[config.mk]
export PLATFORM = sky130hd
export DESIGN_NAME = instruction_cache_flat
export DESIGN_NICKNAME = d
export VERILOG_FILES = /design/src/rtl/icache_pkg.sv /design/src/rtl/instruction_cache_if.sv /design/src/rtl/icache_line_array.sv /design/src/rtl/instruction_cache.sv /design/src/flat_wrapper.sv
export SDC_FILE = /design/constraint.sdc
export NUM_CORES = 1
export LEC_CHECK = 0
export ABC_AREA = 0
export BUFFER_PORTS_ARGS = -buffer_cell sky130_fd_sc_hd__buf_2
export CAP_MARGIN = 20
export CORE_MARGIN = 3
export CORE_UTILIZATION = 48
export DETAILED_ROUTE_END_ITERATION = 10
export HOLD_SLACK_MARGIN = 0.06
export PLACE_DENSITY = 0.66
export SLEW_MARGIN = 25
export SYNTH_ARGS = -nofsm -noshare
export SYNTH_HDL_FRONTEND = slang
export SYNTH_SLANG_ARGS = --single-unit
[constraint.sdc]
create_clock -name CLK -period 43.2 [get_ports CLK]
set_input_delay 8.64 -clock CLK [delete_from_list [all_inputs] [get_ports CLK]]
set_output_delay 8.64 -clock CLK [all_outputs]
set_load 0.02 [all_outputs]
[src/rtl/icache_pkg.sv]
// Shared definitions for the direct-mapped instruction cache: FSM state
// encoding, line geometry and the field-width helper.
package icache_pkg;

  typedef enum logic [1:0] {
    IDLE   = 2'd0,
    MEM_RD = 2'd1,
    UPDATE = 2'd2
  } state_t;

  localparam int LINE_BYTES     = 16;
  localparam int WORDS_PER_LINE = 4;
  localparam int WORD_W         = 32;
  localparam int LINE_W         = LINE_BYTES * 8;
  localparam int OFFSET_W       = $clog2(WORDS_PER_LINE);
  localparam int LINE_LSB       = $clog2(LINE_BYTES);

  // A line viewed as an array of words; word 0 sits in bits [31:0].
  typedef logic [WORDS_PER_LINE-1:0][WORD_W-1:0] line_t;

  // Tag width left over once the line offset and index are removed.
  function automatic int tag_width(input int addr_bits, input int num_blocks);
    return addr_bits - LINE_LSB - $clog2(num_blocks);
  endfunction

endpackage

[src/rtl/instruction_cache_if.sv]
// PC-unit and instruction-memory signals of the instruction cache.
// master = PC unit plus instruction memory, slave = the cache itself.
// Optional macro ICACHE_STATS_EN adds the HIT_COUNT/MISS_COUNT outputs.
interface instruction_cache_if
  import icache_pkg::*;
#(
  parameter int ADDR_BITS = 10
);

  logic [31:0]               PC;
  logic [31:0]               INSTRUCTION;
  logic                      BUSYWAIT;
  logic                      MEM_READ;
  logic [ADDR_BITS-LINE_LSB-1:0] MEM_ADDRESS;
  logic [LINE_W-1:0]         MEM_READDATA;
  logic                      MEM_BUSYWAIT;
`ifdef ICACHE_STATS_EN
  logic [15:0]               HIT_COUNT;
  logic [15:0]               MISS_COUNT;

  modport master (
    output PC, MEM_READDATA, MEM_BUSYWAIT,
    input  INSTRUCTION, BUSYWAIT, MEM_READ, MEM_ADDRESS, HIT_COUNT, MISS_COUNT
  );

  modport slave (
    input  PC, MEM_READDATA, MEM_BUSYWAIT,
    output INSTRUCTION, BUSYWAIT, MEM_READ, MEM_ADDRESS, HIT_COUNT, MISS_COUNT
  );
`else
  modport master (
    output PC, MEM_READDATA, MEM_BUSYWAIT,
    input  INSTRUCTION, BUSYWAIT, MEM_READ, MEM_ADDRESS
  );

  modport slave (
    input  PC, MEM_READDATA, MEM_BUSYWAIT,
    output INSTRUCTION, BUSYWAIT, MEM_READ, MEM_ADDRESS
  );
`endif

endinterface

[src/rtl/icache_line_array.sv]
// Valid/tag/data storage of the instruction cache: one synchronous write
// port for line fills, combinational lookup returning hit and the word.
module icache_line_array
  import icache_pkg::*;
#(
  parameter int NUM_BLOCKS = 8,
  parameter int TAG_W      = 3,
  localparam int IDX_W     = $clog2(NUM_BLOCKS)
) (
  input  logic                clk,
  input  logic                rst,
  input  logic [IDX_W-1:0]    rd_index,
  input  logic [TAG_W-1:0]    rd_tag,
  input  logic [OFFSET_W-1:0] rd_offset,
  input  logic                wr_en,
  input  logic [IDX_W-1:0]    wr_index,
  input  logic [TAG_W-1:0]    wr_tag,
  input  line_t               wr_data,
  output logic                hit,
  output logic [WORD_W-1:0]   rd_word
);

  logic [NUM_BLOCKS-1:0] valid;
  logic [TAG_W-1:0]      tags [NUM_BLOCKS];
  line_t                 lines[NUM_BLOCKS];

  // Clear every line on reset, otherwise store a completed fill.
  // NOTE: the whole array is reset (not just the valid bits) so the
  // instruction output reads 0 after reset; this keeps the storage in
  // flops rather than a RAM macro, which is fine at this size.
  always_ff @(posedge clk) begin
    if (rst) begin
      valid <= '0;
      for (int i = 0; i < NUM_BLOCKS; i++) begin
        tags[i]  <= '0;
        lines[i] <= '0;
      end
    end else if (wr_en) begin
      valid[wr_index] <= 1'b1;
      tags[wr_index]  <= wr_tag;
      lines[wr_index] <= wr_data;
    end
  end

  assign hit     = valid[rd_index] && (tags[rd_index] == rd_tag);
  assign rd_word = lines[rd_index][rd_offset];

endmodule

[src/rtl/instruction_cache.sv]
// Direct-mapped instruction cache: 16-byte lines, whole-line fills from
// instruction memory, BUSYWAIT stalls the PC unit during a miss.
// Optional macro ICACHE_STATS_EN adds saturating hit/miss counters.
module instruction_cache
  import icache_pkg::*;
#(
  parameter int NUM_BLOCKS = 8,
  parameter int ADDR_BITS  = 10
) (
  input  logic                CLK,
  input  logic                RESET,
  instruction_cache_if.slave  bus
);

  localparam int IDX_W  = $clog2(NUM_BLOCKS);
  localparam int TAG_W  = tag_width(ADDR_BITS, NUM_BLOCKS);
  localparam int FILL_W = ADDR_BITS - LINE_LSB;

  state_t              state;
  logic [FILL_W-1:0]   fill_addr;
  logic                mem_read;
  logic [FILL_W-1:0]   mem_address;
  logic                hit;
  logic                fill_done;
  logic [WORD_W-1:0]   rd_word;

  logic [OFFSET_W-1:0] offset;
  logic [IDX_W-1:0]    index;
  logic [TAG_W-1:0]    tag;
  logic                unused_pc;

  assign offset    = bus.PC[LINE_LSB-1:2];
  assign index     = bus.PC[LINE_LSB+IDX_W-1:LINE_LSB];
  assign tag       = bus.PC[ADDR_BITS-1:LINE_LSB+IDX_W];
  assign unused_pc = ^{bus.PC[31:ADDR_BITS], bus.PC[1:0]};

  // The leaving edge of MEM_RD is the one that stores the line.
  assign fill_done = (state == MEM_RD) && !bus.MEM_BUSYWAIT;

  icache_line_array #(
    .NUM_BLOCKS (NUM_BLOCKS),
    .TAG_W      (TAG_W)
  ) u_lines (
    .clk       (CLK),
    .rst       (RESET),
    .rd_index  (index),
    .rd_tag    (tag),
    .rd_offset (offset),
    .wr_en     (fill_done),
    .wr_index  (fill_addr[IDX_W-1:0]),
    .wr_tag    (fill_addr[FILL_W-1:IDX_W]),
    .wr_data   (line_t'(bus.MEM_READDATA)),
    .hit       (hit),
    .rd_word   (rd_word)
  );

  // Miss-handling FSM with registered memory request outputs.
  // NOTE: sequential state uses non-blocking assignments so every register
  // samples the pre-edge values, independent of statement order.
  always_ff @(posedge CLK) begin
    if (RESET) begin
      state       <= IDLE;
      fill_addr   <= '0;
      mem_read    <= 1'b0;
      mem_address <= '0;
    end else begin
      case (state)
        IDLE: begin
          if (!hit) begin
            state       <= MEM_RD;
            fill_addr   <= {tag, index};
            mem_read    <= 1'b1;
            mem_address <= {tag, index};
          end
        end
        MEM_RD: begin
          if (!bus.MEM_BUSYWAIT) begin
            state       <= UPDATE;
            mem_read    <= 1'b0;
            mem_address <= '0;
          end
        end
        UPDATE:  state <= IDLE;
        default: state <= IDLE;
      endcase
    end
  end

  assign bus.MEM_READ    = mem_read;
  assign bus.MEM_ADDRESS = mem_address;
  assign bus.INSTRUCTION = rd_word;
  assign bus.BUSYWAIT    = (state != IDLE) | ((state == IDLE) & ~hit);

`ifdef ICACHE_STATS_EN
  logic [15:0] hit_count;
  logic [15:0] miss_count;

  // Saturating hit/miss counters; a miss counts on the IDLE->MEM_RD edge.
  always_ff @(posedge CLK) begin
    if (RESET) begin
      hit_count  <= '0;
      miss_count <= '0;
    end else if (state == IDLE) begin
      if (hit && (hit_count != 16'hFFFF)) begin
        hit_count <= hit_count + 16'd1;
      end
      if (!hit && (miss_count != 16'hFFFF)) begin
        miss_count <= miss_count + 16'd1;
      end
    end
  end

  assign bus.HIT_COUNT  = hit_count;
  assign bus.MISS_COUNT = miss_count;
`endif

endmodule

[src/flat_wrapper.sv]
// flat-port wrapper written by rule: the top's interface ports become plain ports
module instruction_cache_flat import icache_pkg::*;
#(
  parameter int NUM_BLOCKS = 8,
  parameter int ADDR_BITS  = 10
)
  (CLK, RESET, bus_PC, bus_MEM_READDATA, bus_MEM_BUSYWAIT, bus_INSTRUCTION, bus_BUSYWAIT, bus_MEM_READ, bus_MEM_ADDRESS);
  instruction_cache_if #(.ADDR_BITS(ADDR_BITS)) bus_i ();
  input  logic CLK;
  input  logic RESET;
  input wire logic [$bits(bus_i.PC)-1:0] bus_PC;
  input wire logic [$bits(bus_i.MEM_READDATA)-1:0] bus_MEM_READDATA;
  input wire logic [$bits(bus_i.MEM_BUSYWAIT)-1:0] bus_MEM_BUSYWAIT;
  output wire logic [$bits(bus_i.INSTRUCTION)-1:0] bus_INSTRUCTION;
  output wire logic [$bits(bus_i.BUSYWAIT)-1:0] bus_BUSYWAIT;
  output wire logic [$bits(bus_i.MEM_READ)-1:0] bus_MEM_READ;
  output wire logic [$bits(bus_i.MEM_ADDRESS)-1:0] bus_MEM_ADDRESS;
  assign bus_i.PC = bus_PC;
  assign bus_i.MEM_READDATA = bus_MEM_READDATA;
  assign bus_i.MEM_BUSYWAIT = bus_MEM_BUSYWAIT;
  assign bus_INSTRUCTION = bus_i.INSTRUCTION;
  assign bus_BUSYWAIT = bus_i.BUSYWAIT;
  assign bus_MEM_READ = bus_i.MEM_READ;
  assign bus_MEM_ADDRESS = bus_i.MEM_ADDRESS;
  instruction_cache #(.NUM_BLOCKS(NUM_BLOCKS), .ADDR_BITS(ADDR_BITS)) u_core (.CLK(CLK), .RESET(RESET), .bus(bus_i));
endmodule
# ---- After elaboration in Yosys (flattened, before gate mapping)
# Memory sizes are Yosys's and may differ from the RTL's.
# Index checks and enable logic that the tools add are counted.
dict set report totals {
  ff_bits 23
  ramBits 1048
  memories 2
}
# memory words width rd rd_ports_with_merged_regs write_ports line_no
set memory_table {}
lappend memory_table {u_core.u_lines.lines 8 128 1 0 8 icache_line_array.sv:25} ;# line_t lines[NUM_BLOCKS];
lappend memory_table {u_core.u_lines.tags 8 3 1 0 8 icache_line_array.sv:24} ;# logic [TAG_W-1:0] tags [NUM_BLOCKS];
dict set report classes {
  magnitude_cmp 4
  eq_ne 4
  mux 26
  bitwise 4
  reduce_logical 12
}
# operator n
set op_table {}
lappend op_table {{2-to-1 mux 128 bit} 1}
lappend op_table {{OR reduction 128 bit} 1}
lappend op_table {{binary-select mux 32 bit (select 2 bit)} 1}
lappend op_table {{2-to-1 mux 32 bit} 1}
lappend op_table {{2-to-1 mux 6 bit} 2}
lappend op_table {{one-hot mux 6 bit (2 select lines)} 1}
lappend op_table {{2-to-1 mux 1 bit} 11}
lappend op_table {{2-to-1 mux 3 bit} 3}
lappend op_table {{< comparator 3 x 4 -> 1 bit (second input constant)} 2}
lappend op_table {{bitwise OR 8 bit} 1}
lappend op_table {{2-to-1 mux 2 bit} 2}
lappend op_table {{!= test 2 bit (second input constant)} 2}
lappend op_table {{one-hot mux 2 bit (2 select lines)} 1}
lappend op_table {{AND reduction 2 bit} 2}
lappend op_table {{nonzero test 2 bit} 2}
lappend op_table {{binary-select mux 1 bit (select 3 bit)} 1}
lappend op_table {{demux 1 bit (select 3 bit)} 1}
lappend op_table {{== test 3 bit} 1}
lappend op_table {{>= comparator 3 x 1 -> 1 bit (second input constant)} 1}
lappend op_table {{logical AND 1 bit} 3}
lappend op_table {{< comparator 2 x 3 -> 1 bit (second input constant)} 1}
lappend op_table {{AND reduction 3 bit} 1}
lappend op_table {{OR reduction 3 bit} 1}
lappend op_table {{== test 2 x 1 -> 1 bit (second input constant)} 1}
lappend op_table {{other kinds (6)} 6}

# ---- Longest topological paths before layout
dict set report depth {
  word_depth 7
  ltp_mapped 8
  ltp_nobuf 6
}

# ---- By module
# A second synthesis with hierarchy kept.
dict set report unflattened {
  hier_cells 2960
  area_unflattened_um2 48001.0
}
# mod n_inst cells_per_inst area_per_inst_um2
set by_module_without_submodules {}
lappend by_module_without_submodules {icache_line_array 1 2910 47458.0}
lappend by_module_without_submodules {instruction_cache 1 50 543.0}

# ---- Worst setup path before layout
# No wires, ideal clock.
dict set report synth_path {
  path_kind {input-to-reg}
  from {input bus_MEM_BUSYWAIT}
  to {memory u_core.u_lines.lines[6][0] (netlist bit) (enable)}
  arrival_ns 18.682
  required_ns 42.398
  path_slack_ns 23.716
  cell_stages 4
  cell_sequence {or3b_1 > or3_1 > buf_2 > o21ai_0}
}
# element line_no
set synth_rtl {}
lappend synth_rtl {{from (decl)} flat_wrapper.sv:13} ;# input wire logic [$bits(bus_i.MEM_BUSYWAIT)-1:0] bus_MEM_BUSYWAIT;
lappend synth_rtl {{to (decl)} icache_line_array.sv:25}

# ---- Worst setup path after layout
dict set report layout_path {
  from {input bus_PC[4]}
  to {output bus_INSTRUCTION[27]}
}
dict set report layout_via {
  elab_chain_len 3
}
# element line_no
set layout_rtl {}
lappend layout_rtl {{from (decl)} flat_wrapper.sv:11} ;# input wire logic [$bits(bus_i.PC)-1:0] bus_PC;
lappend layout_rtl {{memory (8 x 128 bit)} -}
lappend layout_rtl {{binary-select mux 32 bit (select 2 bit)} icache_line_array.sv:46} ;# assign rd_word = lines[rd_index][rd_offset];
lappend layout_rtl {{2-to-1 mux 32 bit (not written as such)} icache_line_array.sv:46}
lappend layout_rtl {{to (decl)} flat_wrapper.sv:14} ;# output wire logic [$bits(bus_i.INSTRUCTION)-1:0] bus_INSTRUCTION;
# No other way between the ends. The select of a mux whose other input is x is not followed.

==> qor.yml <==
die:
  io_pins: 203
  design.die.area_sq_um: 103000
  die_y_microns: 321
  num_rows: 114
  start_util: 0.488
  core_area_sq_um: 97400
  fp.dieW_microns: 321
timing:
  slew_headroom: 0.262
  setup-violations-final: 0
  slew_violations: 0
  max_freq_mhz: 47.1
  worst_slack_ns: 21.97
  tns_ns: 0
  skew_ns: 0.0233
  hold_violations: 0
  min_period_ns: 21.23
  fin_crit_sh: 0.492
  rsz0062_at_grt: "no"
  tightestPinTransition_ns: 1.11
logic_synthesis:
  yosys.area.top_type: "edfxtp_1"
  synth_fa_ha_area_frac: 0
  yosysWarnings: 0
  synth_compound_gate_area_share: 0.00455
  synth-xor-area-share: 0.000552
  yosysTopAreaCellShare: 0.662
  syn-num-nets: 2905
  synth.avg_cell_area_sq_um: 17.3
  synth-seq-cells: 1071
  async_flop_share: 0
  synth_cell_type_count: 31
  synth_top_family_by_area: "multiplexers"
  synthTopCellsByCount: "1048 x and2_1, 1048 x edfxtp_1, 325 x mux4_2"
  netlist_instances: 2742
  yosysSeqAreaShare: 0.671
  synth_edf_count: 1048
  syn_area_sq_um: 47600
  synth_flop_cell: "edfxtp_1"
  synth.area.top_cells: "edfxtp_1 66%, mux4_2 15%, and2_1 14%"
  synth.area.mux_share: 0.164
  synthSimpleGateAreaFrac: 0.141
global_routing:
  globalRouteOverflowTotal: 0
  grt_start_max_net_pins: 134
  track_usage: 0.243
  first_global_vias: 26641
  grt_pass1_wl_mm: 182
  antenna_found_initial: 41
critical_path:
  crit-reg2reg-launch: "u_core.state[0]$_SDFFE_PP0P_"
  slowest_delay_ns: 0.86
  crit_path_start_kind: "primary input"
  r2r_end: "u_core.u_lines.lines[1][71]$_SDFFCE_PN0P_"
  arrival_ns: 12.59
  reg2reg_slack_ns: 38.32
  critPathTopFamily: "buffers and inverters"
  worst_setup_path_end_kind: "output port"
  crit_type: "in2out"
  cp_slowest_cell: "buf_4"
  crit_fanout: 59
  path_cells: "buf_8 > buf_4 > buf_4 > buf_16 > mux4_2 > mux4_2 > mux2_2 > buf_2"
  critPathBufInv: 5
  r2r_cells: 7
  worstPathRequired_ns: 34.56
clock_tree:
  cts_resized: 0
  cts.sinks: 1071
  cts_root_buffer: "clkbuf_16"
  cts_buffers: 110
  cts_tree: "built"
  clk_latency_ns: 0.69
  cts_setup_buffers: 0
  postCtsHoldBufs: 0
  htreeDepth: 3
  clk_pin_slew_ns: 0.06
  cts_buffer_depth: 3
place:
  hpwl_mm: 63.6
  portBuffers: 178
  dp_slack_ns: 21.84
  place_area_sq_um: 49800
  gp_congestion: 0.767
worst_hold_path:
  hold_path.startpoint: "u_core.u_lines.valid[7]$_SDFFE_PP0N_"
  min_path_cells: 1
  whs_endpoint: "u_core.u_lines.valid[7]$_SDFFE_PP0N_"
  min_path_type: "reg2reg"
route:
  drc_errors: 0
  dr.pass1.iters: 5
  dr_wl_met2_mm: 60.5
  route.met3.wl_mm: 10.2
  viasPerCell: 5.92
  vias: 25150
  wl_per_cell_microns: 29.0
  routed.top_layer: "met5"
  first_iter_violations: 2788
  drtAntennaViolNets: 0
  wl_met1_mm: 49.4
  routed_wl_mm: 123
pwr:
  irDropWorstVdd_mv: 0.0300
  cellPowerDensity_nw_per_um2: 42.1
  leakage_uw: 0.0193
  totalPowerFinal_uw: 2230
run_status:
  outcome: "completed"
job:
  cap_violations: 0
cells_and_area:
  syn_to_final_growth_pct: 11.6
  final_area_sq_um: 53100
  drive_above_1_share: 0.248
  nets: 3045
-- flip-flops by register name (all words and copies together), names as in the netlist --
register and flops:
u_core.u_lines.lines 1024, u_core.fill_addr 6, u_core.bus.MEM_READ 1, u_core.bus.MEM_ADDRESS 6, u_core.state 2, u_core.u_lines.tags 24
u_core.u_lines.valid 8
-- stage by stage --
stage               utilization  cells  hold slack (ns)
CTS                       0.544   4240            0.457
floorplan                     -   2742            0.410
finish                    0.545   4251            0.456
global placement          0.510   4042            0.427
global route              0.545   4245            0.466
detailed placement        0.511   4045            0.443
-- worst register-to-register path: stages (launching register included) --
cell and delay (ns):
dfxtp_1 0.35, or3b_1 0.42, nor2_1 0.15, nand2_1 0.41, nor3_4 0.66, or2_4 0.72
buf_4 0.79, buf_4 0.92
-- kinds of logic (layout without fill, tap and decap cells) --
group,Yosys count,after routing
AND/OR/NAND/NOR,1073,1073
flip-flops,1071,1071
multiplexers,371,371
buffers and inverters,196,419
AO/OA/AOI/OAI,28,28
XOR/XNOR,3,3
other,0,10
-- metal layers --
metal / vias up / GRT usage
li1: 10611 / -
met1: 13327 / 0.333
met2: 987 / 0.401
met3: 211 / 0.0534
met4: 14 / 0.0614
met5: - / 0
-- worst max path at each step --
stage / slack, ns / depth (start not counted) / start / endpoint
global placement: 21.68 / 7 / bus_PC[4] / bus_INSTRUCTION[27]
floorplan: 23.72 / 4 / bus_MEM_BUSYWAIT / u_core.u_lines.lines[6][0]$_SDFFCE_PN0P_
detailed placement: 21.84 / 7 / bus_PC[4] / bus_INSTRUCTION[7]
finish: 21.97 / 8 / bus_PC[4] / bus_INSTRUCTION[27]
global route: 21.66 / 8 / bus_PC[4] / bus_INSTRUCTION[27]
CTS: 21.82 / 7 / bus_PC[4] / bus_INSTRUCTION[29]
-- layout by cell type (no fill, tap or decap), drive strengths merged --
cell type,netlist,routed
nand2b,2,2
buf,54,222
clkinv,0,31
nand4,1,1
clkinvlp,0,1
or3,1,1
nor3,4,4
mux2i,13,13
a21o,8,8
diode,0,10
xor2,3,3
nor2,9,9
or2,4,4
and2,1049,1049
nand2,2,2
inv,2,7
o21ai,6,6
a21oi,1,1
clkbuf,140,158
a22o,12,12
dfxtp,23,23
edfxtp,1048,1048
mux4,325,325
a41oi,1,1
or3b,1,1
mux2,33,33
-- cell type report --
type,count,area [sq um]
clock inverters,37,224
clock buffers,158,3040
flip-flops and latches,1071,31900
diodes,10,25.0
inverters,2,7.51
multi-input cells,1475,14900
repair buffers,222,1380
well taps,1276,1600
fillers,7570,44300
-- where the power goes --
part	internal [uW]	switching, uW
combinational	66.1	101
sequential	1180	11.4
clock	487	389
total	1730	501
(Power assumes the default switching activity.)
